==> src/rtl/kia_ps2_rx_gen2.sv <==
// PS/2 device-to-host receiver with parity/framing/overrun checking, a frame
// watchdog, and a parametrised receive FIFO behind a Wishbone-style slave port.
module kia_ps2_rx_gen2 #(
    parameter int unsigned DEPTH_LOG2     = 4,
    parameter int unsigned TIMEOUT_CYCLES = 50000
) (
    input  logic       CLK_I,
    input  logic       RES_I,
    input  logic [1:0] ADR_I,
    input  logic       WE_I,
    input  logic       CYC_I,
    input  logic       STB_I,
    input  logic [7:0] DAT_I,
    output logic       ACK_O,
    output logic [7:0] DAT_O,
    input  logic       D_I,
    input  logic       C_I
);

    localparam int unsigned PW   = DEPTH_LOG2 + 1;
    localparam int unsigned WD_W = $clog2(TIMEOUT_CYCLES + 1);

    typedef enum logic [1:0] {S_IDLE, S_DATA, S_PARITY, S_STOP} rx_state_t;

    rx_state_t         state, state_nxt;
    logic              c_s1, c_s2, c_prev, d_s1, d_s2;
    logic              fall;
    logic [2:0]        bit_cnt;
    logic [7:0]        shreg;
    logic              par;
    logic [WD_W-1:0]   wd;
    logic              timeout;
    logic              shift_en, par_en, frame_ok, perr_set, ferr_set;

    logic [7:0]        mem [2**DEPTH_LOG2];
    logic [PW-1:0]     wptr, rptr, count;
    logic              empty, full, push, pop;
    logic              perr, ferr, ovr;
    logic              bus_wr;
    logic [7:0]        clr;

    assign fall    = c_prev & ~c_s2;
    assign timeout = (wd == WD_W'(TIMEOUT_CYCLES));

    always_ff @(posedge CLK_I) begin
        if (RES_I) begin
            c_s1    <= 1'b1;
            c_s2    <= 1'b1;
            c_prev  <= 1'b1;
            d_s1    <= 1'b1;
            d_s2    <= 1'b1;
            state   <= S_IDLE;
            bit_cnt <= '0;
            shreg   <= '0;
            par     <= 1'b0;
            wd      <= '0;
        end else begin
            c_s1   <= C_I;
            c_s2   <= c_s1;
            c_prev <= c_s2;
            d_s1   <= D_I;
            d_s2   <= d_s1;
            state  <= state_nxt;
            // Clearing on timeout as well keeps the counter from wrapping past the limit
            if (state == S_IDLE || fall || timeout)
                wd <= '0;
            else
                wd <= wd + 1'b1;
            if (state == S_IDLE)
                bit_cnt <= '0;
            else if (shift_en)
                bit_cnt <= bit_cnt + 1'b1;
            if (shift_en)
                shreg <= {d_s2, shreg[7:1]};
            if (par_en)
                par <= d_s2;
        end
    end

    always_comb begin
        state_nxt = state;
        shift_en  = 1'b0;
        par_en    = 1'b0;
        frame_ok  = 1'b0;
        perr_set  = 1'b0;
        ferr_set  = 1'b0;
        case (state)
            S_IDLE: begin
                if (fall && !d_s2)
                    state_nxt = S_DATA;
            end
            S_DATA: begin
                if (fall) begin
                    shift_en = 1'b1;
                    if (bit_cnt == 3'd7)
                        state_nxt = S_PARITY;
                end else if (timeout) begin
                    ferr_set  = 1'b1;
                    state_nxt = S_IDLE;
                end
            end
            S_PARITY: begin
                if (fall) begin
                    par_en    = 1'b1;
                    state_nxt = S_STOP;
                end else if (timeout) begin
                    ferr_set  = 1'b1;
                    state_nxt = S_IDLE;
                end
            end
            S_STOP: begin
                if (fall) begin
                    state_nxt = S_IDLE;
                    if (!d_s2)
                        ferr_set = 1'b1;
                    else if (^{shreg, par})
                        frame_ok = 1'b1;
                    else
                        perr_set = 1'b1;
                end else if (timeout) begin
                    ferr_set  = 1'b1;
                    state_nxt = S_IDLE;
                end
            end
            default: state_nxt = S_IDLE;
        endcase
    end

    assign count  = wptr - rptr;
    assign empty  = (wptr == rptr);
    assign full   = (wptr[PW-1] != rptr[PW-1]) &&
                    (wptr[PW-2:0] == rptr[PW-2:0]);
    assign bus_wr = ACK_O & WE_I;
    assign pop    = bus_wr && (ADR_I == 2'd1) && !empty;
    assign push   = frame_ok & ~full;
    assign clr    = (bus_wr && (ADR_I == 2'd3)) ? DAT_I : 8'h00;

    always_ff @(posedge CLK_I) begin
        if (RES_I) begin
            ACK_O <= 1'b0;
            wptr  <= '0;
            rptr  <= '0;
            perr  <= 1'b0;
            ferr  <= 1'b0;
            ovr   <= 1'b0;
        end else begin
            ACK_O <= CYC_I & STB_I & ~ACK_O;
            if (push)
                wptr <= wptr + 1'b1;
            if (pop)
                rptr <= rptr + 1'b1;
            perr <= (perr & ~clr[4]) | perr_set;
            ferr <= (ferr & ~clr[3]) | ferr_set;
            ovr  <= (ovr  & ~clr[2]) | (frame_ok & full);
        end
    end

    always_ff @(posedge CLK_I) begin
        if (push)
            mem[wptr[PW-2:0]] <= shreg;
    end

    always_comb begin
        DAT_O = '0;
        if (ACK_O && !WE_I) begin
            case (ADR_I)
                2'd0:    DAT_O = {3'b000, ovr, ferr, perr, full, empty};
                2'd1:    DAT_O = empty ? 8'h00 : mem[rptr[PW-2:0]];
                2'd2:    DAT_O = 8'(count);
                default: DAT_O = '0;
            endcase
        end
    end

endmodule

==> config.mk <==
export PLATFORM = sky130hd
export DESIGN_NAME = kia_ps2_rx_gen2
export DESIGN_NICKNAME = d
export VERILOG_FILES = /design/src/rtl/kia_ps2_rx_gen2.sv
export SDC_FILE = /design/constraint.sdc
export NUM_CORES = 1
export LEC_CHECK = 0
export ABC_CLOCK_PERIOD_IN_PS = 4100
export CORE_MARGIN = 2
export CORE_UTILIZATION = 31
export CTS_CLUSTER_DIAMETER = 100
export DETAILED_ROUTE_END_ITERATION = 10
export HOLD_SLACK_MARGIN = 0.02
export PLACE_DENSITY = 0.54
export SYNTH_ARGS = -nofsm -noshare
export SYNTH_HDL_FRONTEND = slang
export SYNTH_SLANG_ARGS = --single-unit
export TNS_END_PERCENT = 5
==> constraint.sdc <==
create_clock -name CLK_I -period 4.1 [get_ports CLK_I]
set_clock_uncertainty 0.2 [all_clocks]
set_input_delay 0.82 -clock CLK_I [delete_from_list [all_inputs] [get_ports CLK_I]]
set_output_delay 0.82 -clock CLK_I [all_outputs]
set_load 0.03 [all_outputs]
==> results.cfg <==
[drt]
antenna_left = 0
viasPerCell = 4.80
vias = 4239
drt-wirelength-per-cell_um = 17.0
drc_errors = 0
wirelength_um = 15100
drt-pass1-iter-count = 4
first_iter_violations = 396

[timing]
maxSlewViolCount = 0
finalSetupViolCount = 0
rsz0062_at_grt = no
max_freq_ghz = 0.252
min_period_ps = 3960
tns_ps = 0
worstMarginPinSlew_ps = 808
period_share_pct = 96.7
hold_violations = 0
relSlewSlack_pct = 46.0

[status]
status = finished clean

[power]
ir_worst_vdd_mv = 0.326
p_clk_share_pct = 44.8
p_leak_nw = 3.05
p_switching_mw = 0.790
powerDensity_nw_per_um2 = 406
p_int_mw = 2.83
pwr-share-seq_pct = 53.6
comb_power_share_pct = 1.6
p_sw_share_pct = 21.8

[logic_synthesis]
synth-edff-count = 128
yosys.cell_types.count = 52
yosysMostFrequentCell = edfxtp_1
synth_fp_nets = 534
yosysTopAreaCell = edfxtp_1
synth_commonest_cells = edfxtp_1 (128), nor2_1 (57), dfxtp_1 (53)
ys_warn_count = 0
ys_ff_latch = 181
synthArstFlopShare_pct = 0
yosysTopAreaCellShare_pct = 50.9
avgSynthCellArea_um2 = 15.1
syn_area_um2 = 7560
synthCells = 499
synth.area.top_cells = edfxtp_1 (51%), dfxtp_1 (14%), mux4_2 (10%)
seq_area_frac_synth_pct = 64.9
synthFlopType = edfxtp_1

[clock_network]
root_buffer = clkbuf_16
numCtsBuffers = 17
cts_max_level = 4
cts_setup_buffers = 0
clockBufferDepth = 2
postCtsHoldBufs = 0
cts_tree = done
clkSinkCount = 181
clk_pin_slew_worst_paths_ps = 70
clk_latency_ps = 430

[hold_path]
hold_class = flop to flop

[floorplanning]
die_height_um = 160
rows = 57
die_w_um = 160
start_util_pct = 31.3
die_area_um2 = 25600
io_pins = 26
core_area_um2 = 24100

[finish]
fin_cells = 884
fillers = 2303
area_growth_pct = 18.0
fin_nets = 582
diodes = 0
final_layout_size_suffix_gt1_share_pct = 18.8

[worst_setup_path]
path_class = flop to output port
arrival_ps = 2940
worstSetupStartpointType = flop
end_kind = output port
crit_required_ps = 3080
crit_fanout = 11

[grt]
grt_pass1_vias = 4316
grt_max_degree = 37
grt_pass1_wl_um = 24200
track_usage_pct = 12.5
overflow = 0
antenna_found_initial = 0

[place]
place_inst = 852
port_buffers = 20
place.gp.congestion = 0.774
place_hpwl_um = 10100

[job]
cap_violations = 0
cell type report:
type                            instances  area, um^2  share of cell area (%)
Tap cell                              324         405                    4.55
Multi-Input combinational cell        283        2490                    27.9
Timing Repair Buffer                   49         465                    5.22
Inverter                               15        56.3                   0.632
Sequential cell                       181        4910                    55.1
Clock inverter                         14         160                    1.80
Clock buffer                           18         429                    4.82
sequential cells by signal, summed over array words and instances, names as in the netlist, 2 cells and up, named ones only:
name and flops:
wd 16, mem 128, state 2, wptr 5
rptr 5, shreg 8, bit_cnt 3
per-layer routing:
metal | GRT usage [%] | wire length, um | up-vias
met2 | 21.1 | 7670 | 59
li1 | - | - | 1995
met5 | 0 | 0 | -
met1 | 15.9 | 6830 | 2175
met3 | 2.99 | 406 | 10
met4 | 3.73 | 140 | 0
kinds of logic after synthesis:
kind of cell               synth area share (%)
AOI/OAI and AO/OA                          4.19
adders and majority gates                  3.08
and+or+nand+nor                            9.37
muxes                                      12.4
buffers and inverters                      2.17
DFF                                        64.9
xor gates and xnor gates                   3.84
power by group through the flow:
stage	registers [mW]	logic (mW)	clock network [mW]
5_1_grt	1.94	0.0632	1.74
2_1_floorplan	1.98	0.0366	0
4_1_cts	1.94	0.0570	1.66
6_report	1.94	0.0568	1.62
3_3_place_gp	1.98	0.0547	0
3_5_place_dp	1.98	0.0567	0
per-stage QoR:
stage               hold slack, ps  utilization, %  area, um^2  power [mW]  worst slack (ps)
floorplan                      189               -        7560        2.02              1010
global placement               193            34.5        8310        2.04               364
detailed placement             207            34.5        8310        2.04               342
CTS                            228            36.9        8900        3.66              52.1
global route                   259            37.0        8910        3.75              3.03
finish                         222            37.0        8910        3.62               136
placed cells by master, fill, tap and decap left out, types with 16 or more instances in the layout:
cell / synthesis / layout
buf_4: 4 / 26
clkbuf_16: 0 / 17
clkdlybuf4s50_1: 0 / 16
dfxtp_1: 53 / 52
edfxtp_1: 128 / 128
ha_1: 17 / 17
mux4_2: 35 / 35
nand2_1: 20 / 20
nor2_1: 57 / 57
final timing paths:
kind / from / end / slack, ps / cells past startpoint
worst max register to register: wptr[3] / wptr[4] / 900 / 7
worst min-delay path: c_s1 / c_s2 / 220 / 1
worst max-delay path: flop / DAT_O[7] / 140 / 6
worst min register to register: c_s1 / c_s2 / 220 / 1
worst max-delay path, stage by stage, from the launching register on:
cell and delay (ps):
dfxtp_4 460, buf_12 180, buf_12 160, mux4_2 530, mux4_2 460, nor2b_1 140, clkdlybuf4s50_1 580
timing repair:
action / CTS / global route
setup endpoints to repair: 6 / 4
pin swaps: 0 / 0
resized for setup: 1 / 4
Note: power is estimated with default switching activity, not from simulation.
